--- src/rtl/anton_neopixel_bit_encoder.sv ---
// ============================================================================
// Module   : anton_neopixel_bit_encoder
// Purpose  : Fetches pixel bytes and shapes each bit into a WS2812 waveform.
//            Optional frame counter enabled by ANTON_NEOPIXEL_FRAME_COUNT_EN.
// Revision : 1.0 - initial release
// ============================================================================
`default_nettype none

`ifndef BUFFER_END_DEFAULT
`define BUFFER_END_DEFAULT 63
`endif
`ifndef CLOG2
`define CLOG2(x) $clog2(x)
`endif

module anton_neopixel_bit_encoder #(
    parameter int BUFFER_END   = `BUFFER_END_DEFAULT,
    parameter int READ_LATENCY = 1,
    parameter int T0H_STEPS    = 2,
    parameter int T1H_STEPS    = 5,
    localparam int BUFFER_BITS = (BUFFER_END > 0) ? `CLOG2(BUFFER_END + 1) : 1
) (
    input  logic                   clk6_4mhz,
    input  logic                   rst,
    input  logic                   regCtrlInit,
    input  logic                   streamOutput,
    input  logic                   streamReset,
    input  logic [2:0]             bitPatternIndex,
    input  logic [2:0]             pixelBitIndex,
    input  logic [BUFFER_BITS-1:0] pixelIndexComb,
    output logic                   bufferRdEn,
    output logic [BUFFER_BITS-1:0] bufferRdAddr,
    input  logic [7:0]             bufferRdData,
    output logic                   neoData,
    output logic                   byteLoaded,
`ifdef ANTON_NEOPIXEL_FRAME_COUNT_EN
    output logic [15:0]            frameCount,
`endif
    output logic                   readLateErr
);

    localparam logic [3:0] c_t0h_steps = 4'(T0H_STEPS);
    localparam logic [3:0] c_t1h_steps = 4'(T1H_STEPS);

    logic                    rd_en_q, rd_en_d;
    logic [BUFFER_BITS-1:0]  rd_addr_q, rd_addr_d;
    logic [READ_LATENCY-1:0] valid_pipe_q, valid_pipe_d;
    logic [7:0]              shift_reg_q, shift_reg_d;
    logic                    neo_data_q, neo_data_d;
    logic                    byte_loaded_q, byte_loaded_d;
    logic                    read_late_err_q, read_late_err_d;
    logic                    fetch_pending_q, fetch_pending_d;

    logic                    byte_start;
    logic                    load;
    logic                    cur_bit;
    logic [3:0]              high_steps;

    always_comb begin
        byte_start = streamOutput && (pixelBitIndex == 3'd0) && (bitPatternIndex == 3'd0);
        load       = valid_pipe_q[READ_LATENCY-1];
        // Bypass the arriving byte so a load on the T0H step already shapes that step.
        cur_bit    = load ? bufferRdData[7] : shift_reg_q[7];
        high_steps = cur_bit ? c_t1h_steps : c_t0h_steps;

        rd_en_d         = byte_start;
        rd_addr_d       = byte_start ? pixelIndexComb : rd_addr_q;
        valid_pipe_d    = (valid_pipe_q << 1) | READ_LATENCY'(rd_en_q);
        byte_loaded_d   = load;
        shift_reg_d     = shift_reg_q;
        fetch_pending_d = fetch_pending_q;
        read_late_err_d = read_late_err_q;
        neo_data_d      = streamOutput && !streamReset
                          && ({1'b0, bitPatternIndex} < high_steps);

        if (load) begin
            shift_reg_d = bufferRdData;
        end else if (streamOutput && (bitPatternIndex == 3'd7)) begin
            shift_reg_d = {shift_reg_q[6:0], 1'b0};
        end

        if (byte_start) begin
            fetch_pending_d = 1'b1;
        end else if (load) begin
            fetch_pending_d = 1'b0;
        end

        if (streamOutput && (pixelBitIndex == 3'd0)
            && ({1'b0, bitPatternIndex} == c_t0h_steps)
            && fetch_pending_q && !load) begin
            read_late_err_d = 1'b1;
        end

        // Initialisation overrides every other event this clock.
        if (regCtrlInit) begin
            rd_en_d         = 1'b0;
            valid_pipe_d    = '0;
            byte_loaded_d   = 1'b0;
            shift_reg_d     = '0;
            fetch_pending_d = 1'b0;
            read_late_err_d = 1'b0;
            neo_data_d      = 1'b0;
        end
    end

    always_ff @(posedge clk6_4mhz or posedge rst) begin
        if (rst) begin
            rd_en_q         <= 1'b0;
            rd_addr_q       <= '0;
            valid_pipe_q    <= '0;
            shift_reg_q     <= '0;
            neo_data_q      <= 1'b0;
            byte_loaded_q   <= 1'b0;
            read_late_err_q <= 1'b0;
            fetch_pending_q <= 1'b0;
        end else begin
            rd_en_q         <= rd_en_d;
            rd_addr_q       <= rd_addr_d;
            valid_pipe_q    <= valid_pipe_d;
            shift_reg_q     <= shift_reg_d;
            neo_data_q      <= neo_data_d;
            byte_loaded_q   <= byte_loaded_d;
            read_late_err_q <= read_late_err_d;
            fetch_pending_q <= fetch_pending_d;
        end
    end

    assign bufferRdEn   = rd_en_q;
    assign bufferRdAddr = rd_addr_q;
    assign neoData      = neo_data_q;
    assign byteLoaded   = byte_loaded_q;
    assign readLateErr  = read_late_err_q;

`ifdef ANTON_NEOPIXEL_FRAME_COUNT_EN
    logic        stream_reset_prev_q, stream_reset_prev_d;
    logic [15:0] frame_count_q, frame_count_d;

    always_comb begin
        stream_reset_prev_d = streamReset;
        frame_count_d       = frame_count_q;
        if (regCtrlInit) begin
            frame_count_d = '0;
        end else if (streamReset && !stream_reset_prev_q) begin
            frame_count_d = frame_count_q + 16'd1;
        end
    end

    always_ff @(posedge clk6_4mhz or posedge rst) begin
        if (rst) begin
            stream_reset_prev_q <= 1'b0;
            frame_count_q       <= '0;
        end else begin
            stream_reset_prev_q <= stream_reset_prev_d;
            frame_count_q       <= frame_count_d;
        end
    end

    assign frameCount = frame_count_q;
`endif

endmodule

`default_nettype wire

--- config.mk ---
export PLATFORM = sky130hd
export DESIGN_NAME = anton_neopixel_bit_encoder
export DESIGN_NICKNAME = d
export VERILOG_FILES = /design/src/rtl/anton_neopixel_bit_encoder.sv
export SDC_FILE = /design/constraint.sdc
export NUM_CORES = 1
export LEC_CHECK = 0
export BUFFER_PORTS_ARGS = -buffer_cell sky130_fd_sc_hd__buf_2
export CAP_MARGIN = 25
export CORE_MARGIN = 2
export CORE_UTILIZATION = 45
export DETAILED_ROUTE_END_ITERATION = 10
export GPL_ROUTABILITY_DRIVEN = 0
export GPL_TIMING_DRIVEN = 0
export PLACE_DENSITY = 0.74
export SYNTH_ARGS = -nofsm -noshare
export SYNTH_HDL_FRONTEND = slang
export SYNTH_SLANG_ARGS = --single-unit
export TNS_END_PERCENT = 1
--- constraint.sdc ---
create_clock -name clk6_4mhz -period 1.71 [get_ports clk6_4mhz]
set_input_delay 0.513 -clock clk6_4mhz [delete_from_list [all_inputs] [get_ports clk6_4mhz]]
set_output_delay 0.513 -clock clk6_4mhz [all_outputs]
set_load 0.05 [all_outputs]
# After elaboration in Yosys (flattened, before gate mapping)
# Cells that the tools add are included.
dict set report word_totals {
  regBits 20
  output_inout_bits 10
  word_cells 40
}
dict set report op_classes {
  order_cmp 1
  n_eq_ne 2
  n_mux 14
  n_reduce_logical 15
}
# cell count
set op_table {}
lappend op_table {{2-to-1 mux 8 bit} 3}
lappend op_table {{2-to-1 mux 1 bit} 10}
lappend op_table {{logical AND 1 bit} 8}
lappend op_table {{logical NOT 3 bit} 2}
lappend op_table {{nonzero test 3 bit} 2}
lappend op_table {{equality test 3 x 2 -> 1 bit, second input constant} 1}
lappend op_table {{equality test 3 bit, second input constant} 1}
lappend op_table {{less-than comparator 3 bit} 1}
lappend op_table {{2-to-1 mux 3 bit} 1}
lappend op_table {{logical NOT 1 bit} 2}
lappend op_table {{nonzero test 2 bit} 1}

# Longest topological paths before layout
dict set report logic_depth {
  depth_word 7
  ltp_mapped 6
  mapped_depth_nobuf 6
}

# Worst setup path after synthesis
# Ideal clock, no wire load.
dict set report synth_path {
  path_kind {in2reg}
  from {in bufferRdData[7]}
  to {reg neo_data_q (netlist: neoData)}
  setup_ns 0.101
  arrival_ns 1.415
  required_time_ns 1.609
  path_slack_ns 0.195
  cell_stages 5
  n_path_buf 0
  cell_sequence {mux2_2 ha_1 o21ai_0 a21oi_1 nor4_1}
}
dict set report synth_between {
  elab_chain_cells 5
}
# item line_no
set synth_rtl {}
lappend synth_rtl {{from (decl)} 33} ;# input logic [7:0] bufferRdData,
lappend synth_rtl {{2-to-1 mux 1 bit} 63} ;# cur_bit = load ? bufferRdData[7] : shift_reg_q[7];
lappend synth_rtl {{2-to-1 mux 3 bit} 64} ;# high_steps = cur_bit ? c_t1h_steps : c_t0h_steps;
lappend synth_rtl {{less-than comparator 3 bit} 74} ;# && ({1'b0, bitPatternIndex} < high_steps);
lappend synth_rtl {{logical AND 1 bit} 74}
lappend synth_rtl {{2-to-1 mux 1 bit} 95} ;# if (regCtrlInit) begin
lappend synth_rtl {{net neo_data_d} 49} ;# logic neo_data_q, neo_data_d;
lappend synth_rtl {{to (signal assigned)} 121} ;# neo_data_q <= neo_data_d;
lappend synth_rtl {{to (decl)} 49}
# The timed path passes the listed nets, and every way through them passes these cells.
# A chain may end at the register's enable or synchronous reset.

# Worst setup path in the final report
dict set report layout_path {
  from {reg valid_pipe_q (netlist: load)}
  to {reg neo_data_q (netlist: neoData)}
}
dict set report layout_between {
  elab_chain_cells 5
}
# item line_no
set layout_rtl {}
lappend layout_rtl {{from (decl)} 47} ;# logic [READ_LATENCY-1:0] valid_pipe_q, valid_pipe_d;
lappend layout_rtl {{from (signal assigned)} 119} ;# valid_pipe_q <= valid_pipe_d;
lappend layout_rtl {{2-to-1 mux 1 bit} 63}
lappend layout_rtl {{2-to-1 mux 3 bit} 64}
lappend layout_rtl {{less-than comparator 3 bit} 74}
lappend layout_rtl {{logical AND 1 bit} 74}
lappend layout_rtl {{2-to-1 mux 1 bit} 95}
lappend layout_rtl {{net neo_data_d} 49}
# The timed path passes the listed nets, and every way through them passes these cells.

==> run_results.csv <==
group,metric,value,unit
detailed_routing,first_pass_iters,4,
placed_design,portBuffers,34,
power_and_ir_drop,clkPwrFrac,36.4,%
clocking,postCtsHoldBufs,0,
clocking,cts.htree.levels,1,
synth,synth_top_family_by_area,"multiplexers",
synth,synth.cell_area,940,µm²
grt,antenna_found_initial,0,
synth,yosys_warnings,0,
clocking,cts_buffers,3,
clocking,clk_latency,0.30,ns
detailed_routing,wl,1740,µm
grt,grt_pass1_wl,2860,µm
floorplan,dieArea,2470,µm²
clocking,cts.sinks,20,
synth,synth_nets,101,
worst_setup_path,end_kind,"flip-flop",
cells_and_area,final_util,61.0,%
detailed_routing,num_vias,678,
worst_setup_path,r2r_setup_slack,0.18,ns
sta,rsz0062_at_grt,"no",
synth,synth-simple-area-share,14.8,%
synth,ys_ff_latch,20,
clocking,post_cts_resized,0,
run_status,status,"completed",
sta,setup_violations,0,
worst_setup_path,cp_max_fo,3,
power_and_ir_drop,power.net_switching,275,µW
synth,muxShareOfSynthArea,24.2,%
floorplan,row_count,16,
clocking,path_clk_slew,0.12,ns
placed_design,placement.cell_area,1140,µm²
floorplan,io_pins,35,
cells_and_area,nNetsFinal,140,
floorplan,core,1960,µm²
synth,synth_xor_area_share,0,%
grt,grt_usage,15.1,%
cells_and_area,area_growth,27.3,%
grt,grt_max_degree,21,
worst_setup_path,cp-start-kind,"flip-flop",
sta,fin_crit,1.53,ns
sta,hold_viol,0,
sta,slew_headroom,49.0,%
clocking,cts_tree,"yes",
worst_setup_path,crit_path_cell_trace,"mux2_2 > ha_1 > o21ai_0 > a21oi_1 > nor4_1",
placed_design,place_hpwl,1330,µm
hold_path,hold_class,"input pin to async pin",
floorplan,initial_core_util,47.9,%
sta,fmax,655,MHz
synth,netlist_instances,74,
power_and_ir_drop,combPwrFrac,16.5,%
worst_setup_path,critical_path.slowest_cell,"dfrtp_1",
floorplan,die_w,49.7,µm
sta,post-route-period-util,89.3,%
synth,syn_area_per_cell,12.7,µm²
floorplan,fp.dieH,49.7,µm
worst_setup_path,crit_type,"flip-flop to flip-flop",
sta,drv_slew,0,
power_and_ir_drop,max-vdd-ir-drop,689,µV
cells_and_area,fin_cells,139,
synth,synth_cell_types,20,
clocking,root_buffer,"clkbuf_4",
detailed_routing,avgViaCountPerCell,4.88,
power_and_ir_drop,power_density,888,nW/µm²
placed_design,place_inst,135,
synth,synth_compound_area_share,3.33,%
cells_and_area,drive_above_1_share,49.1,%
grt,grt_pass1_vias,682,
power_and_ir_drop,seqPwrFrac,47.1,%
power_and_ir_drop,p_int,786,µW
clocking,postCtsSetupBuffers,0,
power_and_ir_drop,switching_share,25.9,%
cells_and_area,design_area,1200,µm²
synth,yosysSeqAreaShare,53.3,%
sta,tightest_slew,0.765,ns
worst_setup_path,slowest_delay,0.39,ns
sta,skew,0.00883,ns
sta,tns,0,ns
flow_run,maxCapViolCount,0,
detailed_routing,antenna_left,0,
cells_and_area,fill_cells,189,
detailed_routing,drc_errors,0,
synth,synth_fa_ha_area_share,2.66,%
worst_setup_path,required,1.91,ns
clocking,max-clock-path-buffers,2,
worst_setup_path,crit_arrival,1.73,ns
grt,gr-total-overflow,0,
worst_setup_path,crit_buf_inv,0,
power_and_ir_drop,power_leakage,0.000647,µW
worst_setup_path,cp_top_family,"flip-flops",
detailed_routing,first_iter_violations,2,
cells_and_area,n_antenna_cell,0,
detailed_routing,wl_per_cell,12.5,µm
## power by group through the flow
stage               Sequential, µW  Clock (µW)  Combinational [µW]
detailed placement             510           0                 178
global route                   504         418                 187
CTS                            501         400                 178
global placement               509           0                 174
finish                         500         386                 175
floorplan                      580           0                44.4
## layout by cell type (no fill, tap or decap)
master / Yosys / routed
a21oi_1: 2 / 2
a31oi_1: 1 / 1
a32o_1: 1 / 1
and3b_1: 1 / 1
buf_2: 1 / 35
bufinv_16: 0 / 1
clkbuf_1: 1 / 1
clkbuf_4: 0 / 3
dfrtp_1: 20 / 20
ha_1: 2 / 2
inv_1: 2 / 2
mux2_2: 14 / 14
mux2i_1: 7 / 7
nand2_1: 1 / 1
nand2b_1: 2 / 2
nand3b_4: 1 / 1
nand4_1: 1 / 1
nor2_1: 12 / 12
nor2b_1: 2 / 2
nor4_1: 1 / 1
nor4b_4: 1 / 1
o21ai_0: 1 / 1
## worst paths after layout
path,endpoint,start,depth (start not counted)
worst max-delay path,neoData,load,5
worst min-delay path,bufferRdAddr[1],rst,2
worst max register to register,neoData,load,5
worst min register to register,load,bufferRdEn,1
max in group asynchronous,neoData,rst,2
min in group clk6_4mhz,byteLoaded,regCtrlInit,2
## flip-flops by register name (all words and copies together) (netlist names)
signal           count
shift_reg_q          8
bufferRdAddr         6
bufferRdEn           1
byteLoaded           1
fetch_pending_q      1
load                 1
neoData              1
readLateErr          1
## cell families (layout without fill, tap and decap cells)
group / after synthesis / count (layout)
AO/OA/AOI/OAI: 5 / 5
adder cells (fa/ha/maj): 2 / 2
buffers and inverters: 4 / 42
flip-flops: 20 / 20
multiplexers: 21 / 21
AND/OR/NAND/NOR: 22 / 22
## metrics by stage
stage	setup slack (ns)	hold slack (ns)	power, µW
after floorplan	0.195	0.477	624
after global placement	0.0448	0.474	683
after detailed placement	0.0161	0.486	688
after CTS	0.169	0.350	1080
after global routing	0.0782	0.370	1110
final	0.183	0.320	1060
## cell type report
cell class	count	area (µm²)	share of cell area (%)
sequential	20	500	41.8
clock inverter	1	30.0	2.51
buffer	2	8.76	0.732
timing repair buffer	34	170	14.2
clock buffer	3	22.5	1.88
tap	27	33.8	2.82
multi-input combinational	50	423	35.4
inverter	2	7.51	0.628
## cell usage after synthesis
| master | count | area share (%) |
|---|---|---|
| a21oi_1 | 2 | 1.1 |
| a31oi_1 | 1 | 0.67 |
| a32o_1 | 1 | 1.1 |
| and3b_1 | 1 | 0.93 |
| buf_2 | 1 | 0.53 |
| clkbuf_1 | 1 | 0.40 |
| dfrtp_1 | 20 | 53 |
| ha_1 | 2 | 2.7 |
| inv_1 | 2 | 0.80 |
| mux2_2 | 14 | 17 |
| mux2i_1 | 7 | 7.5 |
| nand2_1 | 1 | 0.40 |
| nand2b_1 | 2 | 1.3 |
| nand3b_4 | 1 | 2.1 |
| nand4_1 | 1 | 0.67 |
| nor2_1 | 12 | 4.8 |
| nor2b_1 | 2 | 1.3 |
| nor4_1 | 1 | 0.67 |
| nor4b_4 | 1 | 2.5 |
| o21ai_0 | 1 | 0.53 |
## layer usage
| layer | GRT usage [%] | up-vias | part of all wire [%] |
|---|---|---|---|
| li1 | - | 335 | - |
| met1 | 18.0 | 319 | 43 |
| met2 | 25.3 | 22 | 49 |
| met3 | 3.94 | 2 | 6.6 |
| met4 | 6.94 | 0 | 1.3 |
| met5 | 0 | - | 0 |
(Power assumes the default switching activity.)
